<file path="src/rtl/dircc_avalon_st_pkg.sv">
// Shared definitions for the Avalon-ST packet source: CSR map, bit indices, FSM states.
package dircc_avalon_st_pkg;

  localparam logic [1:0] ADDR_CONTROL = 2'd0;
  localparam logic [1:0] ADDR_LENGTH  = 2'd1;
  localparam logic [1:0] ADDR_SEED    = 2'd2;
  localparam logic [1:0] ADDR_STATUS  = 2'd3;

  localparam int CTRL_START = 0;
  localparam int CTRL_ABORT = 1;
  localparam int CTRL_CLEAR = 2;

  localparam int STAT_BUSY    = 15;
  localparam int STAT_LEN_ERR = 14;
  localparam int STAT_ABORTED = 13;

  typedef enum logic {
    IDLE = 1'b0,
    SEND = 1'b1
  } state_e;

endpackage

</file>
<file path="src/rtl/dircc_avalon_st_packet_source_if.sv">
// Stream source + CSR slave signal bundle. master = packet source view, slave = sink/CPU view.
interface dircc_avalon_st_packet_source_if #(
  parameter int DATA_WIDTH  = 32,
  parameter int EMPTY_WIDTH = 2
);
  logic [DATA_WIDTH-1:0]  data;
  logic [EMPTY_WIDTH-1:0] empty;
  logic                   endofpacket;
  logic                   startofpacket;
  logic                   valid;
  logic                   ready;
  logic [1:0]             address;
  logic                   read_n;
  logic                   write_n;
  logic [15:0]            writedata;
  logic [15:0]            readdata;

  modport master (
    output data, empty, endofpacket, startofpacket, valid, readdata,
    input  ready, address, read_n, write_n, writedata
  );

  modport slave (
    input  data, empty, endofpacket, startofpacket, valid, readdata,
    output ready, address, read_n, write_n, writedata
  );
endinterface

</file>
<file path="src/rtl/dircc_avalon_st_packet_source_csr.sv">
// CSR block: LENGTH/SEED registers, sticky status flags, packet counter and registered readdata.
module dircc_avalon_st_packet_source_csr
  import dircc_avalon_st_pkg::*;
(
  input  logic        clk_i,
  input  logic        rst_i,
  input  logic [1:0]  address_i,
  input  logic        read_n_i,
  input  logic        write_n_i,
  input  logic [15:0] writedata_i,
  output logic [15:0] readdata_o,
  input  logic        busy_i,
  input  logic        len_err_set_i,
  input  logic        aborted_set_i,
  input  logic        pkt_done_i,
  output logic        start_o,
  output logic        abort_o,
  output logic [15:0] length_o,
  output logic [15:0] seed_o
);

  logic [15:0] length_q, length_d;
  logic [15:0] seed_q, seed_d;
  logic        len_err_q, len_err_d;
  logic        aborted_q, aborted_d;
  logic [7:0]  pkt_cnt_q, pkt_cnt_d;
  logic [15:0] readdata_q, readdata_d;
  logic        wr_ctrl, clear;
  logic [15:0] status_w;

  // Abort takes priority over start within one CONTROL write.
  assign wr_ctrl  = !write_n_i && (address_i == ADDR_CONTROL);
  assign start_o  = wr_ctrl && writedata_i[CTRL_START] && !writedata_i[CTRL_ABORT];
  assign abort_o  = wr_ctrl && writedata_i[CTRL_ABORT];
  assign clear    = wr_ctrl && writedata_i[CTRL_CLEAR];
  assign status_w = {busy_i, len_err_q, aborted_q, 5'b0, pkt_cnt_q};

  // Next-state for registers and flags; clear is applied first so a same-cycle event survives.
  always_comb begin
    length_d   = length_q;
    seed_d     = seed_q;
    len_err_d  = len_err_q;
    aborted_d  = aborted_q;
    pkt_cnt_d  = pkt_cnt_q;
    readdata_d = readdata_q;
    if (!write_n_i && !busy_i) begin
      if (address_i == ADDR_LENGTH) length_d = writedata_i;
      if (address_i == ADDR_SEED)   seed_d   = writedata_i;
    end
    if (clear) begin
      len_err_d = 1'b0;
      aborted_d = 1'b0;
      pkt_cnt_d = 8'd0;
    end
    if (len_err_set_i) len_err_d = 1'b1;
    if (aborted_set_i) aborted_d = 1'b1;
    if (pkt_done_i)    pkt_cnt_d = pkt_cnt_d + 8'd1;
    if (!read_n_i) begin
      case (address_i)
        ADDR_LENGTH: readdata_d = length_q;
        ADDR_SEED:   readdata_d = seed_q;
        ADDR_STATUS: readdata_d = status_w;
        default:     readdata_d = 16'd0;
      endcase
    end
  end

  // CSR state register.
  always_ff @(posedge clk_i or posedge rst_i) begin
    if (rst_i) begin
      length_q   <= 16'd0;
      seed_q     <= 16'd0;
      len_err_q  <= 1'b0;
      aborted_q  <= 1'b0;
      pkt_cnt_q  <= 8'd0;
      readdata_q <= 16'd0;
    end else begin
      length_q   <= length_d;
      seed_q     <= seed_d;
      len_err_q  <= len_err_d;
      aborted_q  <= aborted_d;
      pkt_cnt_q  <= pkt_cnt_d;
      readdata_q <= readdata_d;
    end
  end

  assign readdata_o = readdata_q;
  assign length_o   = length_q;
  assign seed_o     = seed_q;

endmodule

</file>
<file path="src/rtl/dircc_avalon_st_packet_source.sv">
// Avalon-ST packet generator: incrementing payload from SEED, LENGTH bytes, CSR-controlled.
module dircc_avalon_st_packet_source
  import dircc_avalon_st_pkg::*;
#(
  parameter int DATA_WIDTH  = 32,
  parameter int EMPTY_WIDTH = 2,
  parameter int MAX_LEN     = 16'hFFFF
) (
  input  logic clk,
  input  logic reset,
  dircc_avalon_st_packet_source_if.master bus
);

  localparam int BPB = DATA_WIDTH / 8;

  state_e                 state_q, state_d;
  logic [16:0]            beats_q, beats_d;
  logic [DATA_WIDTH-1:0]  data_q, data_d;
  logic                   valid_q, valid_d;
  logic                   sop_q, sop_d;
  logic                   eop_q, eop_d;
  logic [EMPTY_WIDTH-1:0] empty_q, empty_d;
  logic [EMPTY_WIDTH-1:0] eop_empty_q, eop_empty_d;
  logic                   abort_pend_q, abort_pend_d;

  logic        start, abort, pkt_done, len_err_set, aborted_set, accept, len_ok;
  logic [15:0] length, seed;
  logic [16:0] len_ext, beats_calc, rem;
  logic [EMPTY_WIDTH-1:0] empty_calc;

  dircc_avalon_st_packet_source_csr u_csr (
    .clk_i         (clk),
    .rst_i         (reset),
    .address_i     (bus.address),
    .read_n_i      (bus.read_n),
    .write_n_i     (bus.write_n),
    .writedata_i   (bus.writedata),
    .readdata_o    (bus.readdata),
    .busy_i        (state_q == SEND),
    .len_err_set_i (len_err_set),
    .aborted_set_i (aborted_set),
    .pkt_done_i    (pkt_done),
    .start_o       (start),
    .abort_o       (abort),
    .length_o      (length),
    .seed_o        (seed)
  );

  // Packet geometry derived from the programmed byte length.
  assign len_ext    = {1'b0, length};
  assign len_ok     = (length != 16'd0) && (len_ext <= 17'(MAX_LEN));
  assign beats_calc = (len_ext + 17'(BPB - 1)) / 17'(BPB);
  assign rem        = len_ext % 17'(BPB);
  assign empty_calc = EMPTY_WIDTH'((17'(BPB) - rem) % 17'(BPB));
  assign accept     = valid_q && bus.ready;

  // FSM next-state and beat generation. Outputs are registered so they hold while stalled.
  always_comb begin
    state_d      = state_q;
    beats_d      = beats_q;
    data_d       = data_q;
    valid_d      = valid_q;
    sop_d        = sop_q;
    eop_d        = eop_q;
    empty_d      = empty_q;
    eop_empty_d  = eop_empty_q;
    abort_pend_d = abort_pend_q;
    pkt_done     = 1'b0;
    len_err_set  = 1'b0;
    aborted_set  = 1'b0;
    case (state_q)
      IDLE: begin
        if (start) begin
          if (len_ok) begin
            state_d      = SEND;
            beats_d      = beats_calc;
            data_d       = DATA_WIDTH'(seed);
            valid_d      = 1'b1;
            sop_d        = 1'b1;
            eop_d        = (beats_calc == 17'd1);
            empty_d      = (beats_calc == 17'd1) ? empty_calc : '0;
            eop_empty_d  = empty_calc;
            abort_pend_d = 1'b0;
          end else begin
            len_err_set = 1'b1;
          end
        end
      end
      SEND: begin
        // Abort closes the packet on the next beat presented, leaving the current beat untouched.
        if (abort) begin
          aborted_set  = 1'b1;
          abort_pend_d = 1'b1;
        end
        if (accept) begin
          if (eop_q) begin
            state_d      = IDLE;
            valid_d      = 1'b0;
            sop_d        = 1'b0;
            eop_d        = 1'b0;
            empty_d      = '0;
            abort_pend_d = 1'b0;
            pkt_done     = 1'b1;
          end else begin
            beats_d = beats_q - 17'd1;
            data_d  = data_q + DATA_WIDTH'(1);
            sop_d   = 1'b0;
            if (abort || abort_pend_q) begin
              eop_d   = 1'b1;
              empty_d = '0;
            end else begin
              eop_d   = (beats_q == 17'd2);
              empty_d = (beats_q == 17'd2) ? eop_empty_q : '0;
            end
          end
        end
      end
      default: state_d = IDLE;
    endcase
  end

  // FSM and stream output registers.
  always_ff @(posedge clk or posedge reset) begin
    if (reset) begin
      state_q      <= IDLE;
      beats_q      <= 17'd0;
      data_q       <= '0;
      valid_q      <= 1'b0;
      sop_q        <= 1'b0;
      eop_q        <= 1'b0;
      empty_q      <= '0;
      eop_empty_q  <= '0;
      abort_pend_q <= 1'b0;
    end else begin
      state_q      <= state_d;
      beats_q      <= beats_d;
      data_q       <= data_d;
      valid_q      <= valid_d;
      sop_q        <= sop_d;
      eop_q        <= eop_d;
      empty_q      <= empty_d;
      eop_empty_q  <= eop_empty_d;
      abort_pend_q <= abort_pend_d;
    end
  end

  assign bus.data          = data_q;
  assign bus.valid         = valid_q;
  assign bus.startofpacket = sop_q;
  assign bus.endofpacket   = eop_q;
  assign bus.empty         = empty_q;

endmodule

</file>
<file path="src/flat_wrapper.sv">
// flat-port wrapper written by rule: the top's interface ports become plain ports
module dircc_avalon_st_packet_source_flat import dircc_avalon_st_pkg::*;
#(
  parameter int DATA_WIDTH  = 32,
  parameter int EMPTY_WIDTH = 2,
  parameter int MAX_LEN     = 16'hFFFF
)
  (clk, reset, bus_data, bus_empty, bus_endofpacket, bus_startofpacket, bus_valid, bus_readdata, bus_ready, bus_address, bus_read_n, bus_write_n, bus_writedata);
  dircc_avalon_st_packet_source_if #(.DATA_WIDTH(DATA_WIDTH), .EMPTY_WIDTH(EMPTY_WIDTH)) bus_i ();
  input  logic clk;
  input  logic reset;
  output wire logic [$bits(bus_i.data)-1:0] bus_data;
  output wire logic [$bits(bus_i.empty)-1:0] bus_empty;
  output wire logic [$bits(bus_i.endofpacket)-1:0] bus_endofpacket;
  output wire logic [$bits(bus_i.startofpacket)-1:0] bus_startofpacket;
  output wire logic [$bits(bus_i.valid)-1:0] bus_valid;
  output wire logic [$bits(bus_i.readdata)-1:0] bus_readdata;
  input wire logic [$bits(bus_i.ready)-1:0] bus_ready;
  input wire logic [$bits(bus_i.address)-1:0] bus_address;
  input wire logic [$bits(bus_i.read_n)-1:0] bus_read_n;
  input wire logic [$bits(bus_i.write_n)-1:0] bus_write_n;
  input wire logic [$bits(bus_i.writedata)-1:0] bus_writedata;
  assign bus_data = bus_i.data;
  assign bus_empty = bus_i.empty;
  assign bus_endofpacket = bus_i.endofpacket;
  assign bus_startofpacket = bus_i.startofpacket;
  assign bus_valid = bus_i.valid;
  assign bus_readdata = bus_i.readdata;
  assign bus_i.ready = bus_ready;
  assign bus_i.address = bus_address;
  assign bus_i.read_n = bus_read_n;
  assign bus_i.write_n = bus_write_n;
  assign bus_i.writedata = bus_writedata;
  dircc_avalon_st_packet_source #(.DATA_WIDTH(DATA_WIDTH), .EMPTY_WIDTH(EMPTY_WIDTH), .MAX_LEN(MAX_LEN)) u_core (.clk(clk), .reset(reset), .bus(bus_i));
endmodule
</file>
<file path="config.mk">
export PLATFORM = sky130hd
export DESIGN_NAME = dircc_avalon_st_packet_source_flat
export DESIGN_NICKNAME = d
export VERILOG_FILES = /design/src/rtl/dircc_avalon_st_pkg.sv /design/src/rtl/dircc_avalon_st_packet_source_if.sv /design/src/rtl/dircc_avalon_st_packet_source_csr.sv /design/src/rtl/dircc_avalon_st_packet_source.sv /design/src/flat_wrapper.sv
export SDC_FILE = /design/constraint.sdc
export NUM_CORES = 1
export LEC_CHECK = 0
export CAP_MARGIN = 25
export CELL_PAD_IN_SITES_DETAIL_PLACEMENT = 0
export CELL_PAD_IN_SITES_GLOBAL_PLACEMENT = 1
export CORE_MARGIN = 3
export CORE_UTILIZATION = 30
export DETAILED_ROUTE_END_ITERATION = 8
export GPL_ROUTABILITY_DRIVEN = 1
export GPL_TIMING_DRIVEN = 0
export PLACE_DENSITY_LB_ADDON = 0.1
export SYNTH_ARGS = -nofsm -noshare
export SYNTH_HDL_FRONTEND = slang
export SYNTH_SLANG_ARGS = --single-unit
</file>
<file path="constraint.sdc">
create_clock -name clk -period 4.1 [get_ports clk]
set_input_delay 0.615 -clock clk [delete_from_list [all_inputs] [get_ports clk]]
set_output_delay 0.615 -clock clk [all_outputs]
set_load 0.05 [all_outputs]
</file>
# Word-level counts from Yosys, hierarchy flattened
# Cells that the tools add are included.
# op_classes
n_addsub	5
order_cmp	1
n_eq_ne	10
n_mux	56
n_bitwise	1
n_reduce_logical	23
# op_table
cell	n
$mux W32	4
$mux W17	4
$pmux W32 S2	1
$pmux W16 S3	1
$pmux W17 S2	1
$add A32 B1 Y32 const B	1
$mux W1	30
$add A16 B2 Y17 const B	1
$eq A17 B2 Y1 const B	1
$sub A17 B1 Y17 const B	1
$le A16 B16 Y1 const B	1
$mux W8	2
$reduce_bool A16 Y1	1
$eq A15 B1 Y1 const B	1
$mux W2	7
$pmux W1 S2	5
$add A8 B1 Y8 const B	1
$logic_and A1 B1 Y1	8
$reduce_and A4 Y1	2
$ne A2 B2 Y1 const B	3
$reduce_and A2 Y1	3
$reduce_and A3 Y1	2
$eq A2 B2 Y1 const B	2
$ne A2 B1 Y1 const B	2
other kinds (8)	11
# totals
register_bits	116
output_inout_bits	53
word_cells	111

# Longest topological paths before layout
# depth
word_depth	8
depth_mapped	10
ltp_nobuf	9

# By module
# Synthesis repeated with hierarchy kept, for this count alone.
# hier_totals
hier_cells	675
hier_area_um2	6527.5
# modules_own_cells
mod	instances	cells_each	area_per_inst_um2	seq_area_each_um2
dircc_avalon_st_packet_source	1	475	3936.3	1451.4
dircc_avalon_st_packet_source_csr	1	200	2591.2	1451.4

# Least setup slack after synthesis
# OpenSTA, ideal clock, no wires.
# synth_timing
path_kind	reg2reg
start	reg u_core.beats_q[6]
end	reg u_core.beats_q[13]
setup_ns	0.126
t_arrival_ns	2.224
slack_ns	1.750
path_stages_with_launch	7
n_path_buf	1
synth_period_minus_slack_ns	2.350
cell_sequence	dfrtp_1 buf_6 or4_4 or3_4 nor4_2 mux2_2 a221o_1
# synth_via
elab_chain_cells	4
# synth_lines
element	line	text
from (decl)	dircc_avalon_st_packet_source.sv:17	logic [16:0] beats_q, beats_d;
from (signal assigned)	dircc_avalon_st_packet_source.sv:136	beats_q <= beats_d;
$sub A17 B1 Y17	dircc_avalon_st_packet_source.sv:105	beats_d = beats_q - 17'd1;
$mux W17	dircc_avalon_st_packet_source.sv:96	if (eop_q) begin
$mux W17	dircc_avalon_st_packet_source.sv:95	if (accept) begin
$pmux W17 S2	dircc_avalon_st_packet_source.sv:71	case (state_q)
# Every way passes these cells. The select of a mux whose other input is x is not followed.
# A chain may end at the register's enable or synchronous reset.

# Worst setup path after layout
# layout_timing
start	reg u_core.u_csr.length_q[0], in the netlist u_core.u_csr.length_o[0]
end	reg u_core.data_q[13], in the netlist u_core.bus.data[13]
# layout_via
elab_chain_cells	4
elab_cells_between_ends	5
classes_between	1 x order compare; 1 x eq/ne; 3 x reduce/logical
# layout_lines
element	line	text
from (decl)	dircc_avalon_st_packet_source_csr.sv:22	logic [15:0] length_q, length_d;
from (signal assigned)	dircc_avalon_st_packet_source_csr.sv:78	length_q <= length_d;
$le A16 B16 Y1 / $reduce_bool A16 Y1 (equally long branches)	dircc_avalon_st_packet_source.sv:51	assign len_ok = (length != 16'd0) && (len_ext <= 17'(MAX_LEN));
$logic_and A1 B1 Y1 (*)	dircc_avalon_st_packet_source.sv:51	
$ne A2 B1 Y1 (no source line) (*)	--	
$reduce_and A4 Y1 (no source line) (*)	--	
to (signal assigned)	dircc_avalon_st_packet_source.sv:137	data_q <= data_d;
to (decl)	dircc_avalon_st_packet_source.sv:18	logic [DATA_WIDTH-1:0] data_q, data_d;
# Mark *: on every way between the ends. The rest lies on a longest branch, timed or not.

==> run metrics <==
status completed; port bufs 74; die area ~0.023 sq mm; Pre-Repair DR Iteration Count 5; Detail Placement HPWL approximately 15000 um; GRT Overall Usage 0.186; post-synthesis xor/xnor area fraction 0.0512; CTS max path bufs 2; # DRC 0; Synth area leaders dfrtp_1, mux2_2, nor2_1; combinational share of power 0.383; clock share of power 0.278; CP top delay family simple AND/OR/NAND/NOR gates; Tcrit/Tclk final 0.707; Worst R2R Setup Slack 1.20 ns; hold depth 2; CTS tree yes; R2R cell count 10; Die H approximately 150 um; simple-gate share of the synthesized area 0.213; Wirelength per Cell ~20 um; Post-Synthesis Cells 664; slowest CP cell o311ai_1; cell type with the largest total area after synthesis dfrtp_1; Worst EP required about 4.4 ns; Peak VDD IR between 0.2 and 0.3 mV; min cycle time layout between 2 and 3 ns; Yosys top cell area share 0.459; largest family of logic cells by synthesized area simple AND/OR/NAND/NOR gates; Post-DP Area between 0.007 and 0.008 sq mm; n_diodes 0; gpl congestion roughly 0.85; WP buf/inv 3; Yosys cell types 68; starting density of the core 0.309; Sw Ratio 0.428; CTS root buffer clkbuf_16; Power per Cell Area just over 700 mW/mm^2; relative slew slack 0.539; vias in the first global route between 5000 and 6000; max_cap viols 0; total grt overflow 0; Post-Synth Adder-Cell Area 0.00989; clock latency on the worst-skew pair between 0.4 and 0.5 ns; Reg power frac 0.339; Critical Path AT around 3.2 ns; area of the mapped netlist between 0.006 and 0.007 sq mm; Final Setup Violations 0; die width between 150 and 200 um; Setup CP Type flip-flop to flip-flop; share of layout cells above drive strength 1 0.127; htree depth 4; worst r2r src u_core.u_csr.length_o[0]$_DFFE_PP0P_; Post-CTS Setup Inserts 0; Worst Skew 0.0111 ns; Crit path largest cell delay around 0.55 ns; #FFs+latches synth about 120; Post-synth EDFFs 0; # resized after CTS 0; synthesized area per cell approximately 9.5 sq um; Hold Vio Cnt, Final 0; hold endpoint u_core.bus.startofpacket$_DFFE_PP0P_; reg2reg end u_core.bus.data[13]$_DFFE_PP0P_; Clk pin slew, worst setup/hold paths about 0.060 ns; Tightest Hold Check Type flip-flop to flip-flop; crit path cell chain inv_1 > ha_1 > nor4b_1 > nand4b_1 > o311ai_1 > buf_4 > buf_4 > nor2_1 > nor2_1 > a21oi_1; mux cell area share after synthesis 0.0761; Switching Power between 0.002 and 0.0025 W; RSZ-0062 raised after global routing false; io pins 76; num rows 52; Synth warnings 0; endpoint class of the critical path flip-flop; Compound-Gate Fraction of Synth Area 0.150; total wire length ~21000 um; Initial DRC Count 286; Post-synth ARST share 1.00; Hold Startpoint u_core.bus.startofpacket$_DFFE_PP0P_; Final #Nets between 700 and 800; Inserted Clock Buffers 17; clk sinks 116; Cell Int Power around 0.0033 W; antenna-violating nets left 0; CTS Hold Bufs 0; Via density 5.31; Crit Path Max Fanout 10; LEAKAGE about 3.2 nW; Startpoint Class flip-flop; first-pass GRT wire length 32300 um; top_reg_cell synth dfrtp_1; cell area after layout between 0.008 and 0.009 sq mm; total power draw about 0.0057 W; Synth-to-Final Area Change 27.4%; largest net degree at the start of global routing 65; Seq/Total Area, Yosys 0.459; antenna violations before repair 0; Mapped Nets around 700; CORE AREA just over 0.02 sq mm; vias ~5500; Worst-Margin Slew between 0.6 and 0.7 ns; max-slew violation count 0; fmax around 340 MHz
-- kinds of logic (layout without fill, tap and decap cells) --
kind of cell             after synthesis  after routing
multiplexers                          43             43
adder cells (fa/ha/maj)                5              5
AO/OA/AOI/OAI                        149            149
buffers and inverters                 62            169
XOR/XNOR                              37             37
AND/OR/NAND/NOR                      252            252
flip-flops                           116            116
-- stage by stage --
step                std cells   util  setup TNS [ns]  hold slack [ns]  setup slack (ns)
global route             1041  0.393               0            0.515              1.03
global placement         1008  0.361         -185.89            0.461             -1.61
detailed placement       1009  0.363               0            0.467             0.821
floorplan                 664      -               0            0.445             0.413
finish                   1041  0.393               0            0.481              1.20
CTS                      1041  0.393               0            0.483              1.18
-- worst max path at each step --
| stage | start | slack (ns) | to | depth (start not counted) |
|---|---|---|---|---|
| floorplan | reset | 0.41 | u_core.abort_pend_q$_DFFE_PP0P_ | 1 |
| global placement | reset | -1.61 | u_core.bus.data[22]$_DFFE_PP0P_ | 2 |
| detailed placement | bus_address[0] | 0.82 | u_core.u_csr.length_o[15]$_DFFE_PP0P_ | 6 |
| CTS | u_core.u_csr.length_o[0]$_DFFE_PP0P_ | 1.18 | u_core.bus.data[13]$_DFFE_PP0P_ | 10 |
| global route | u_core.u_csr.length_o[0]$_DFFE_PP0P_ | 1.03 | u_core.bus.data[13]$_DFFE_PP0P_ | 10 |
| finish | u_core.u_csr.length_o[0]$_DFFE_PP0P_ | 1.20 | u_core.bus.data[13]$_DFFE_PP0P_ | 10 |
-- registers in the layout (all words and copies together), names as in the netlist --
| register | cells |
|---|---|
| u_core.bus.data | 32 |
| u_core.beats_q | 17 |
| u_core.u_csr.length_o | 16 |
| u_core.u_csr.readdata_o | 16 |
| u_core.u_csr.seed_o | 16 |
| u_core.u_csr.pkt_cnt_q | 8 |
| u_core.bus.empty | 2 |
| u_core.eop_empty_q | 2 |
| u_core.abort_pend_q | 1 |
| u_core.bus.endofpacket | 1 |
| u_core.bus.startofpacket | 1 |
| u_core.bus.valid | 1 |
| u_core.state_q | 1 |
| u_core.u_csr.aborted_q | 1 |
| u_core.u_csr.len_err_q | 1 |
-- cell usage in the layout (no fill, tap or decap), types with 3 or more instances in the layout --
cell             count
dfrtp_1            116
clkdlybuf4s50_1     74
nor2_1              62
nand2_1             60
a21oi_1             40
nand3_1             34
mux2_2              31
o21ai_0             30
clkbuf_1            26
xnor2_1             23
nor3_1              19
inv_1               18
clkbuf_16           17
nand4_1             15
o22ai_1             14
xor2_1              14
o21ai_1             11
nor4_2              10
mux2_1              10
buf_2                9
a22oi_1              9
and3_1               8
a221oi_1             8
nor4_1               7
and2_1               6
inv_6                6
nor2b_1              5
ha_1                 5
or3_1                4
buf_1                4
o32ai_1              4
nand2b_1             3
and4_1               3
o211ai_1             3
a31oi_1              3
bufinv_16            3
clkinv_4             3
-- worst register-to-register path, delay by kind of cell (launching register included) --
family | cells | cell delay, ns
compound gates | 2 | 0.60
fa+ha+maj | 1 | 0.31
buf+inv | 3 | 0.68
flops | 1 | 0.41
simple gates | 4 | 0.75
-- final cells by class --
type,count,area [sq um]
sequential,116,2900
buffer,43,189
clock inverter,15,195
tap,270,338
fill,2045,12400
timing repair buffer,75,768
clock buffer,17,425
inverter,19,76.3
multi-input combinational,486,3160
-- power by group through the flow --
stage / Clock [W] / Combinational, W / Sequential [W]
after global placement: 0 / 0.00219 / 0.00195
final: 0.00160 / 0.00220 / 0.00195
after global routing: 0.00167 / 0.00238 / 0.00200
after floorplan: 0 / 0.00110 / 0.00223
after detailed placement: 0 / 0.00221 / 0.00196
after CTS: 0.00162 / 0.00221 / 0.00194
-- layer usage --
layer / part of all wire / vias to the layer above / wire (um) / track usage
met5: 0 / - / 0 / 0
met4: 0.019 / 0 / 393 / 0.0671
met3: 0.039 / 24 / 796 / 0.0371
met2: 0.48 / 125 / 9850 / 0.301
met1: 0.46 / 2755 / 9500 / 0.248
li1: - / 2619 / - / -
-- synthesized netlist by cell type, types with 4 or more instances --
master,count
a21oi_1,40
xor2_1,14
nand2_1,60
nor4_2,10
o21ai_0,30
nand4_1,15
dfrtp_1,116
nor2_1,62
nor4_1,7
nor2b_1,5
buf_1,4
nand3_1,34
o22ai_1,14
o21ai_1,11
o32ai_1,4
and3_1,8
and2_1,6
clkbuf_1,26
nor3_1,19
a22oi_1,9
or3_1,4
inv_1,19
mux2_2,31
buf_2,9
ha_1,5
xnor2_1,23
a221oi_1,8
mux2_1,10
No activity file was read; power rests on OpenSTA's default activity.
